**src/rtl/cdc_multi_sync.sv**
```systemverilog
// cdc_multi_sync: per-channel multi-flop synchroniser with optional glitch
// filter and single-cycle edge detection on the synchronised level.
//
// Optional feature: define CDC_MULTI_SYNC_FILTER_EN to compile in the
// per-channel glitch filter (FILT_CYC honoured). Undefined: sync_o is the
// last synchroniser stage and FILT_CYC is ignored.
//
// Ports:
//   clk      in   1      destination-domain clock
//   nreset   in   1      asynchronous active-low reset
//   async_i  in   WIDTH  asynchronous level inputs, one per channel
//   sync_o   out  WIDTH  synchronised (optionally filtered) levels
//   rise_o   out  WIDTH  one-cycle pulse on sync_o 0->1
//   fall_o   out  WIDTH  one-cycle pulse on sync_o 1->0
//   chg_o    out  1      OR of all rise_o / fall_o bits
module cdc_multi_sync #(
    parameter int unsigned       WIDTH    = 4,
    parameter int unsigned       STAGES   = 2,
    parameter logic [WIDTH-1:0]  RST_VAL  = {WIDTH{1'b0}},
    parameter int unsigned       FILT_CYC = 4
) (
    input  logic             clk,
    input  logic             nreset,
    input  logic [WIDTH-1:0] async_i,
    output logic [WIDTH-1:0] sync_o,
    output logic [WIDTH-1:0] rise_o,
    output logic [WIDTH-1:0] fall_o,
    output logic             chg_o
);

    // Elaboration-time parameter range checks
    if (WIDTH < 1 || WIDTH > 32) begin : g_bad_width
        $error("cdc_multi_sync: WIDTH out of range 1..32");
    end
    if (STAGES < 2 || STAGES > 4) begin : g_bad_stages
        $error("cdc_multi_sync: STAGES out of range 2..4");
    end
    if (FILT_CYC < 1 || FILT_CYC > 255) begin : g_bad_filt
        $error("cdc_multi_sync: FILT_CYC out of range 1..255");
    end

    logic [STAGES-1:0][WIDTH-1:0] r_sync;
    logic [WIDTH-1:0]             r_hist;
    logic [WIDTH-1:0]             w_last;
    logic [WIDTH-1:0]             w_level;

    // Synchroniser chain: stage 0 samples async_i directly, no logic between stages
    always_ff @(posedge clk or negedge nreset) begin
        if (!nreset) begin
            r_sync <= {STAGES{RST_VAL}};
        end else begin
            r_sync[0] <= async_i;
            for (int s = 1; s < STAGES; s++) begin
                r_sync[s] <= r_sync[s-1];
            end
        end
    end

    assign w_last = r_sync[STAGES-1];

`ifdef CDC_MULTI_SYNC_FILTER_EN
    localparam int unsigned        CNT_W    = $clog2(FILT_CYC + 1);
    localparam logic [CNT_W-1:0]   CNT_LAST = CNT_W'(FILT_CYC - 1);

    logic [WIDTH-1:0][CNT_W-1:0] r_cnt;
    logic [WIDTH-1:0]            r_filt;

    // Glitch filter: accept a new level only after FILT_CYC consecutive
    // mismatching cycles. The counter clears on acceptance, so it never
    // climbs past CNT_LAST and cannot wrap.
    always_ff @(posedge clk or negedge nreset) begin
        if (!nreset) begin
            r_cnt  <= '0;
            r_filt <= RST_VAL;
        end else begin
            for (int n = 0; n < WIDTH; n++) begin
                if (w_last[n] == r_filt[n]) begin
                    r_cnt[n] <= '0;
                end else if (r_cnt[n] == CNT_LAST) begin
                    r_filt[n] <= w_last[n];
                    r_cnt[n]  <= '0;
                end else begin
                    r_cnt[n] <= r_cnt[n] + CNT_W'(1);
                end
            end
        end
    end

    assign w_level = r_filt;
`else
    assign w_level = w_last;
`endif

    // Previous-cycle copy of the output level for edge detection
    always_ff @(posedge clk or negedge nreset) begin
        if (!nreset) begin
            r_hist <= RST_VAL;
        end else begin
            r_hist <= w_level;
        end
    end

    // Pulses derive from two registers so they coincide with the first
    // cycle the new level is visible on sync_o.
    assign sync_o = w_level;
    assign rise_o = w_level & ~r_hist;
    assign fall_o = ~w_level & r_hist;
    assign chg_o  = |(w_level ^ r_hist);

endmodule

```
**config.mk**
```make
export PLATFORM = sky130hd
export DESIGN_NAME = cdc_multi_sync
export DESIGN_NICKNAME = d
export VERILOG_FILES = /design/src/rtl/cdc_multi_sync.sv
export SDC_FILE = /design/constraint.sdc
export NUM_CORES = 1
export LEC_CHECK = 0
export BUFFER_PORTS_ARGS = -buffer_cell sky130_fd_sc_hd__buf_4
export CAP_MARGIN = 5
export CORE_AREA = 5 5 42 44
export DETAILED_ROUTE_END_ITERATION = 8
export DIE_AREA = 0 0 47 49
export PLACE_DENSITY_LB_ADDON = 0.3
export SLEW_MARGIN = 25
export SYNTH_ARGS = -nofsm -noshare
export SYNTH_HDL_FRONTEND = slang
export SYNTH_SLANG_ARGS = --single-unit
export TNS_END_PERCENT = 100
```
**constraint.sdc**
```tcl
create_clock -name clk -period 1.05 [get_ports clk]
set_clock_uncertainty 0.05 [all_clocks]
set_input_delay 0.21 -clock clk [delete_from_list [all_inputs] [get_ports clk]]
set_output_delay 0.21 -clock clk [all_outputs]
set_load 0.03 [all_outputs]
```
==> results of run 1 <==
state kept, by name, summed over array words and instances (netlist names):
name    flops
r_hist      4
r_sync      4
sync_o      4
layout by cell type (no fill, tap or decap), drive strengths merged:
master | Yosys | final
dlygate4sd3 | 0 | 5
clkbuf | 0 | 4
ha | 8 | 8
nand4 | 1 | 1
inv | 8 | 8
buf | 4 | 23
dfrtp | 12 | 12
stage by stage:
stage	hold WS, ps	instance area (sq um)	setup WS [ps]	utilization	std cells
global route	293	785	-482	0.560	77
CTS	252	767	-426	0.547	76
global placement	2.71	622	-132	0.444	67
floorplan	-136	467	-182	-	33
finish	259	785	-400	0.560	77
detailed placement	3.87	622	-135	0.444	67
report_power, final:
group | total [uW] | internal, uW | switching, uW
clock | 353 | 210 | 143
sequential | 495 | 485 | 9.49
combinational | 200 | 98.1 | 102
total | 1050 | 794 | 254
worst min path at each step:
stage | to | slack (ps)
6_report | r_sync[3]$_DFF_PN0_ | 260
4_1_cts | r_sync[0]$_DFF_PN0_ | 250
3_5_place_dp | r_sync[2]$_DFF_PN0_ | 4
3_3_place_gp | r_sync[3]$_DFF_PN0_ | 3
5_1_grt | r_sync[0]$_DFF_PN0_ | 290
2_1_floorplan | r_hist[0]$_DFF_PN0_ | -140
repair_timing:
item                                    in CTS  in global routing
gates resized for setup                     17                  2
pin swaps                                    2                  1
endpoints found under the setup margin      13                 13
hold buffers                                 5                  0
hold endpoints to repair                    16                  0
buffers inserted                             0                  1
cells by family (layout without fill, tap and decap cells):
family	Yosys count	after routing	synth area share
simple gates	1	1	0.0134
fa+ha+maj	8	8	0.214
flops	12	12	0.643
buf+inv	12	40	0.129
cell type report:
type / instances / area share
Tap cell: 16 / 0.0255
Multi-Input combinational cell: 9 / 0.161
Inverter: 8 / 0.0383
Timing Repair Buffer: 28 / 0.346
Sequential cell: 12 / 0.383
Clock buffer: 4 / 0.0463
per-layer routing:
layer | wire length (um) | global-route usage | share of wire | up-vias
met5 | 0 | 0 | 0 | -
met4 | 0 | 0.0553 | 0 | 0
met3 | 79 | 0.0221 | 0.11 | 0
met2 | 361 | 0.127 | 0.50 | 14
met1 | 281 | 0.0794 | 0.39 | 137
li1 | - | - | - | 148
worst max-delay path: cells and delay by family, from the launching register on:
kind | cells | cell delay, ps
fa+ha+maj | 1 | 300
buf+inv | 1 | 140
simple gates | 1 | 110
flops | 1 | 380
==> flow_metrics.py, run 1 <==
metrics = {
    "status": {
        "status": "finished with violations",
        "violations": "negative setup slack",
    },
    "clock_network": {
        "cts-root-buf": "clkbuf_4",
        "clk_pin_slew_ps": 70,
        "numCtsBuffers": 3,
        "cts_sinks": 12,
        "clock_latency_ps": 260,
        "cts_tree": "done",
        "htreeDepth": 1,
        "cts.path.max_buffers": 2,
    },
    "routing": {
        "detail-route-antenna-nets": 0,
        "dr.pass1.iters": 2,
        "via_per_inst": 3.88,
        "drtIter0Drc": 2,
        "drc_errors": 0,
        "num_vias": 299,
        "routed_wl_um": 721,
        "wl_per_cell_um": 9.36,
    },
    "layout": {
        "multi_input_area_sq_um": 126,
        "final_nets": 76,
        "syn2layout_area_growth_pct": 68.1,
        "n_fill_cell": 115,
        "drive_above_1_share": 0.525,
        "diodes": 0,
        "seq_area_sq_um": 300,
    },
    "worst_setup_path": {
        "path_cells": "ha_1 -> nand4_1 -> buf_6",
        "r2r_slack_ps": 360,
        "cp_slowest_cell": "dfrtp_1",
        "timing.rr.start": "sync_o[2]$_DFF_PN0_",
        "slowest_delay_ps": 380,
        "crit_path_end_kind": "output pin",
        "cp.arrival_ps": 1190,
        "ff2ff_path_depth": 1,
        "crit_path_max_fanout": 2,
        "worstSetupStartpointType": "flip-flop",
        "cp-startpoint": "r_hist[1]$_DFF_PN0_",
        "path_class": "reg -> out",
        "r2r_end": "r_hist[2]$_DFF_PN0_",
        "endpoint": "chg_o",
        "cp.required_ps": 790,
    },
    "timing": {
        "tns_ps": -2880,
        "finalCritPeriodShare": 1.38,
        "grt_setup_unrepaired": "true",
        "max-slew-margin-rel": 0.901,
        "setup_viol": 13,
        "hold_viol": 0,
        "max_freq_mhz": 690,
        "setup_slack_ps": -400,
        "drv_slew": 0,
        "fin_crit_ps": 1450,
        "worst_slew_pin_slew_ps": 148,
    },
    "logic_synthesis": {
        "synthFlopType": "dfrtp_1",
        "synth_cell_types": 5,
        "synthCells": 33,
        "synthTopCellsByArea": "dfrtp_1 (64%), ha_1 (21%), buf_4 (6.4%), inv_1 (6.4%), nand4_1 (1.3%)",
        "synth_top_cell_by_area": "dfrtp_1",
        "avgSynthCellArea_sq_um": 14.1,
        "synthesis.area_sq_um": 467,
        "synth_top_area_share": 0.643,
        "synth_common_cells": "dfrtp_1 (12), ha_1 (8), inv_1 (8)",
        "ys_ff_latch": 12,
        "yosysSeqAreaShare": 0.643,
        "yosysMostFrequentCell": "dfrtp_1",
        "synthArstFlopShare": 1.00,
        "synth-edff-count": 0,
        "synth_fp_nets": 47,
        "yosys_warnings": 0,
    },
    "die": {
        "fp-row-count": 14,
        "core_sq_um": 1400,
        "die_w_um": 47,
        "ios": 19,
        "die_y_um": 49,
        "dieArea_sq_um": 2300,
        "start_util": 0.333,
    },
    "power_and_ir_drop": {
        "p_leak_uw": 0.000409,
        "p_per_area_nw_per_um2": 1340,
        "ir_drop_uv": 723,
        "total_power_uw": 1050,
    },
    "placed_design": {
        "io_buffers": 18,
        "dp_hpwl_um": 560,
        "gp_congestion": 0.629,
    },
    "grt": {
        "grt_pass1_vias": 323,
        "grt_overflow": 0,
        "grt_usage": 0.0775,
        "grt_max_degree": 13,
        "antenna_found_initial": 0,
        "grt_pass1_wl_um": 1250,
    },
    "min_path": {
        "hold_path_class": "in -> async",
    },
    "run": {
        "drv_cap": 0,
    },
}
No activity file was read; power rests on OpenSTA's default activity.
==> inputs of run 2 (changes only) <==
--- a/config.mk
+++ b/config.mk
@@ -8,6 +8,7 @@
 export BUFFER_PORTS_ARGS = -buffer_cell sky130_fd_sc_hd__buf_4
 export CAP_MARGIN = 5
 export CORE_AREA = 5 5 42 44
+export CTS_BUF_LIST = sky130_fd_sc_hd__clkbuf_4 sky130_fd_sc_hd__clkbuf_8
 export DETAILED_ROUTE_END_ITERATION = 8
 export DIE_AREA = 0 0 47 49
 export PLACE_DENSITY_LB_ADDON = 0.3
==> constraint.sdc (replaced) <==
create_clock -name clk -period 1.9 [get_ports clk]
set_clock_uncertainty 0.05 [all_clocks]
set_input_delay 0.38 -clock clk [delete_from_list [all_inputs] [get_ports clk]]
set_output_delay 0.38 -clock clk [all_outputs]
set_load 0.03 [all_outputs]
==> run 2 against run 1 <==
Critical path depth rose by 1; the run now ends clean; wire length fell by 8.6%; core utilization fell by 11 points; largest power group unchanged; critical endpoint unchanged; final cell count fell by 13%; clock power fell by 60%; largest cell class unchanged.
==> flow_metrics.py, run 2 (synthesis gave the netlist of run 1 again) <==
metrics = {
    "clock_network": {
        "cts_sinks": 12,
        "htreeDepth": 1,
        "cts.path.max_buffers": 2,
        "cts-root-buf": "clkbuf_4",
        "post-cts-setup-buffer-count": 0,
        "clock_latency_ps": 260,
        "post_cts_resized": 0,
        "numCtsBuffers": 3,
        "clk_pin_slew_ps": 60,
        "cts_tree": "done",
    },
    "die": {
        "fp-row-count": 14,
        "ios": 19,
        "dieArea_sq_um": 2300,
        "core_sq_um": 1400,
        "die_y_um": 49,
        "die_w_um": 47,
        "start_util": 0.333,
    },
    "power_and_ir_drop": {
        "swShare": 0.249,
        "clockPowerShare": 0.285,
        "p_per_area_nw_per_um2": 796,
        "ir_drop_uv": 462,
        "combPwrFrac": 0.159,
        "pwr-share-seq": 0.555,
        "p_switching_uw": 124,
        "p_leak_uw": 0.000352,
        "total_power_uw": 497,
        "p_int_uw": 373,
    },
    "min_path": {
        "hold_path_class": "in -> reg",
        "min_from": "async_i[0]",
        "worst_hold_path.num_cells": 1,
        "min_to": "r_sync[0]$_DFF_PN0_",
    },
    "timing": {
        "fin_crit_ps": 1680,
        "max_freq_mhz": 596,
        "hold_viol": 0,
        "drv_slew": 0,
        "tns_ps": 0,
        "max-slew-margin-rel": 0.901,
        "setup_viol": 0,
        "worst_slew_pin_slew_ps": 148,
        "finalCritPeriodShare": 0.883,
        "grt_setup_unrepaired": "false",
    },
    "worst_setup_path": {
        "crit_path_max_fanout": 4,
        "worstSetupStartpointType": "flip-flop",
        "timing.rr.start": "sync_o[0]$_DFF_PN0_",
        "ff2ff_path_depth": 0,
        "cp.required_ps": 1470,
        "path_cells": "inv_1 -> ha_1 -> nand4_1 -> buf_4",
        "slowest_delay_ps": 390,
        "path_class": "reg -> out",
        "crit_path_end_kind": "output pin",
        "cp_slowest_cell": "dfrtp_1",
        "cp.arrival_ps": 1250,
        "r2r_slack_ps": 1310,
        "r2r_end": "r_hist[0]$_DFF_PN0_",
    },
    "layout": {
        "drive_above_1_share": 0.412,
        "n_fill_cell": 138,
        "final_common_cell": "buf_4",
        "final_nets": 67,
        "layout_common_cells": "buf_4 (18), dfrtp_1 (12), inv_1 (8), ha_1 (8), clkbuf_4 (3)",
        "fin_area_sq_um": 624,
        "syn2layout_area_growth_pct": 33.8,
        "diodes": 0,
    },
    "placed_design": {
        "gp_congestion": 0.668,
        "io_buffers": 18,
        "dpl-instance-area_sq_um": 592,
    },
    "routing": {
        "drtIter0Drc": 0,
        "drc_errors": 0,
        "wl_per_cell_um": 9.84,
        "num_vias": 266,
        "detail-route-antenna-nets": 0,
        "dr.pass1.iters": 1,
        "routed_wl_um": 659,
        "via_per_inst": 3.97,
    },
    "grt": {
        "grt_usage": 0.0687,
        "grt_overflow": 0,
        "antenna_found_initial": 0,
        "grt_pass1_wl_um": 1050,
        "grt_pass1_vias": 259,
        "grt_max_degree": 13,
    },
    "run": {
        "drv_cap": 0,
    },
    "status": {
        "status": "finished, final reports clean",
    },
}
[run 2: cell types whose count changed in the layout (fill, tap and decap cells not counted)]
cell           previous run  this run
buf_4                    10        18
buf_6                    13         0
clkbuf_8                  1         0
dlygate4sd3_1             5         1
ha_1                      4         8
ha_2                      3         0
ha_4                      1         0
inv_1                     7         8
inv_2                     1         0
[run 2: cell type report]
| cell class | count | area [sq um] | area share |
|---|---|---|---|
| Multi-Input combinational cell | 9 | 106 | 0.170 |
| Sequential cell | 12 | 300 | 0.481 |
| Timing Repair Buffer | 19 | 145 | 0.232 |
| Clock buffer | 3 | 22.5 | 0.0361 |
| Tap cell | 16 | 20.0 | 0.0321 |
| Inverter | 8 | 30.0 | 0.0481 |
[run 2: power groups by stage]
stage | Clock, uW | Combinational [uW] | Sequential (uW)
floorplan | 0 | 52.4 | 279
global placement | 0 | 78.5 | 281
detailed placement | 0 | 79.9 | 281
CTS | 152 | 81.5 | 276
global route | 159 | 86.8 | 278
finish | 142 | 79.2 | 276
[run 2: routing by layer]
| metal | up-vias | track usage | wire length (um) |
|---|---|---|---|
| met1 | 121 | 0.0762 | 244 |
| met3 | 0 | 0.0332 | 87 |
| li1 | 131 | - | - |
| met2 | 14 | 0.0950 | 327 |
| met5 | - | 0 | 0 |
| met4 | 0 | 0.0553 | 0 |
[run 2: metrics by stage]
step / hold WS [ps] / instances / worst slack (ps) / util
after floorplan: 34.4 / 33 / 493 / -
after global placement: 172 / 63 / 498 / 0.422
after detailed placement: 175 / 63 / 483 / 0.422
after CTS: 163 / 67 / 192 / 0.446
after global routing: 159 / 67 / 140 / 0.446
final: 176 / 67 / 222 / 0.446
[run 2: timing repair]
item,CTS,global route
hold buffers,1,0
endpoints found under the hold margin,12,0
endpoints found under the setup margin,0,0
[run 2: worst max path at each step]
stage,startpoint,to,slack (ps),cells after the start
floorplan,sync_o[2]$_DFF_PN0_,chg_o,490,3
global placement,sync_o[1]$_DFF_PN0_,chg_o,500,4
detailed placement,sync_o[2]$_DFF_PN0_,chg_o,480,4
CTS,sync_o[2]$_DFF_PN0_,chg_o,190,4
global route,sync_o[2]$_DFF_PN0_,chg_o,140,4
finish,sync_o[2]$_DFF_PN0_,chg_o,220,4
[run 2: worst max-delay path, delay by kind of cell, from the launching register on]
| family | cells | cell delay [ps] |
|---|---|---|
| fa+ha+maj | 1 | 280 |
| buf+inv | 2 | 230 |
| simple gates | 1 | 90 |
| flops | 1 | 390 |
==> inputs of run 3 (changes only) <==
--- a/config.mk
+++ b/config.mk
@@ -5,6 +5,7 @@
 export SDC_FILE = /design/constraint.sdc
 export NUM_CORES = 1
 export LEC_CHECK = 0
+export ABC_AREA = 1
 export BUFFER_PORTS_ARGS = -buffer_cell sky130_fd_sc_hd__buf_4
 export CAP_MARGIN = 5
 export CORE_AREA = 5 5 42 44
==> run 3 against run 2 <==
Sequential power is essentially flat; global-route usage grew 0.74 points; die area is the same; final cell count grew 7.5%; largest cell class unchanged; highest routed layer unchanged; total power grew 11%; largest power group unchanged; synthesized area grew 2.7%.
==> flow_metrics.py, run 3 <==
metrics = {
    "die": {
        "core_sq_um": 1400,
        "dieArea_sq_um": 2300,
        "ios": 19,
        "die_y_um": 49,
        "fp-row-count": 14,
        "start_util": 0.342,
        "die_w_um": 47,
    },
    "logic_synthesis": {
        "yosysSeqAreaShare": 0.627,
        "synthTopCellsByArea": "dfrtp_1 (63%), ha_1 (21%), inv_1 (7.8%), buf_4 (6.3%), nand2_1 (2.3%)",
        "synth_top_area_share": 0.627,
        "synthesis.area_sq_um": 479,
        "synth-edff-count": 0,
        "synth_fp_nets": 51,
        "yosysMostFrequentCell": "dfrtp_1",
        "synthArstFlopShare": 1.00,
        "synthCells": 37,
        "avgSynthCellArea_sq_um": 13.0,
        "synth_common_cells": "dfrtp_1 (12), inv_1 (10), ha_1 (8)",
        "ys_ff_latch": 12,
        "synth_top_cell_by_area": "dfrtp_1",
        "synth_cell_types": 5,
        "yosys_warnings": 0,
        "synthFlopType": "dfrtp_1",
    },
    "clock_network": {
        "post_cts_resized": 0,
        "cts_tree": "done",
        "clock_latency_ps": 260,
        "cts.path.max_buffers": 2,
        "cts_sinks": 12,
        "htreeDepth": 1,
        "post-cts-setup-buffer-count": 0,
        "numCtsBuffers": 3,
        "clk_pin_slew_ps": 70,
        "cts-root-buf": "clkbuf_4",
    },
    "worst_setup_path": {
        "cp.arrival_ps": 1300,
        "path_class": "reg -> out",
        "crit_path_end_kind": "output pin",
        "cp.required_ps": 1470,
        "worstSetupStartpointType": "flip-flop",
        "crit_path_max_fanout": 4,
    },
    "routing": {
        "drc_errors": 0,
        "routed_wl_um": 677,
        "via_per_inst": 3.94,
        "drtIter0Drc": 0,
        "wl_met2_um": 368,
        "detail-route-antenna-nets": 0,
        "num_vias": 284,
        "dr_wl_met3_um": 54,
        "topRoutingLayerUsed": "met3",
        "dr.pass1.iters": 1,
        "wl_per_cell_um": 9.40,
        "drt-met1-wl_um": 254,
    },
    "layout": {
        "diodes": 0,
        "syn2layout_area_growth_pct": 35.8,
        "final_common_cell": "buf_4",
        "layout_common_cells": "buf_4 (18), dfrtp_1 (12), inv_1 (10), ha_1 (8)",
        "final_nets": 71,
        "finalNonFillerCells": 72,
        "drive_above_1_share": 0.393,
    },
    "timing": {
        "worst_slew_pin_slew_ps": 153,
        "hold_viol": 0,
        "grt_setup_unrepaired": "false",
        "fin_crit_ps": 1730,
        "max-slew-margin-rel": 0.898,
        "max_freq_mhz": 577,
        "setup_viol": 0,
        "finalCritPeriodShare": 0.913,
        "tns_ps": 0,
        "drv_slew": 0,
        "hold_ws_ps": 171,
    },
    "placed_design": {
        "io_buffers": 18,
        "gp_congestion": 0.616,
        "dp_hpwl_um": 569,
        "placed_cells": 67,
    },
    "grt": {
        "antenna_found_initial": 0,
        "grt_pass1_wl_um": 1260,
        "grt_usage": 0.0760,
        "grt_pass1_vias": 321,
        "grt_overflow": 0,
        "grt_max_degree": 13,
    },
    "power_and_ir_drop": {
        "pwr-share-seq": 0.501,
        "combPwrFrac": 0.149,
        "p_switching_uw": 133,
        "clockPowerShare": 0.349,
        "p_leak_uw": 0.000379,
        "total_power_uw": 550,
        "p_per_area_nw_per_um2": 846,
        "swShare": 0.242,
        "ir_drop_uv": 466,
        "p_int_uw": 417,
    },
    "run": {
        "drv_cap": 0,
    },
    "status": {
        "status": "finished, final reports clean",
    },
    "min_path": {
        "hold_path_class": "in -> reg",
    },
}
-- run 3: final timing paths --
check                                    startpoint                   to  slack [ps]  cells past startpoint
max in group asynchronous                    nreset  r_hist[1]$_DFF_PN0_        1210                      2
worst max register to register  sync_o[3]$_DFF_PN0_  r_hist[3]$_DFF_PN0_        1310                      0
worst min register to register  r_sync[0]$_DFF_PN0_  sync_o[0]$_DFF_PN0_         300                      0
min in group asynchronous                    nreset  r_sync[0]$_DFF_PN0_         440                      2
worst max-delay path            sync_o[2]$_DFF_PN0_                chg_o         170                      6
worst min-delay path                     async_i[0]  r_sync[0]$_DFF_PN0_         170                      1
-- run 3: worst max-delay path, stage by stage (launching register included) --
cell and delay [ps]:
dfrtp_1 390, inv_1 60, ha_1 290, nand2_1 70, inv_1 30, nand2_1 50
buf_4 150
-- run 3: area by class of cell --
cell class	instances	area [sq um]
flip-flops and latches	12	300
fillers	146	751
multi-input cells	11	111
repair buffers	19	145
well taps	16	20.0
clock buffers	4	36.3
inverters	10	37.5
-- run 3: cells by family after synthesis --
family / share of synthesized area
adder cells (fa/ha/maj): 0.209
buffers and inverters: 0.141
AND/OR/NAND/NOR: 0.0235
flip-flops: 0.627
-- run 3: timing repair --
action / CTS / global route
setup endpoints to repair: 0 / 0
hold endpoints to repair: 12 / 0
hold buffers: 1 / 0
-- run 3: power groups by stage --
stage | clock network, uW | logic (uW) | registers (uW)
5_1_grt | 220 | 90.2 | 278
3_5_place_dp | 0 | 82.5 | 281
3_3_place_gp | 0 | 81.8 | 281
2_1_floorplan | 0 | 55.3 | 279
4_1_cts | 203 | 84.2 | 276
6_report | 192 | 82.2 | 276
-- run 3: layer usage --
metal  global-route usage  vias up
li1                     -      141
met1               0.0839      134
met2                0.115        9
met3               0.0369        0
met4               0.0415        0
met5                    0        -
-- run 3: per-stage QoR --
step           cell area, sq um   util  setup WS [ps]
5_1_grt                     651  0.464           50.1
3_3_place_gp                604  0.431            454
2_1_floorplan               479      -            491
3_5_place_dp                604  0.431            424
4_1_cts                     651  0.464            127
6_report                    651  0.464            166
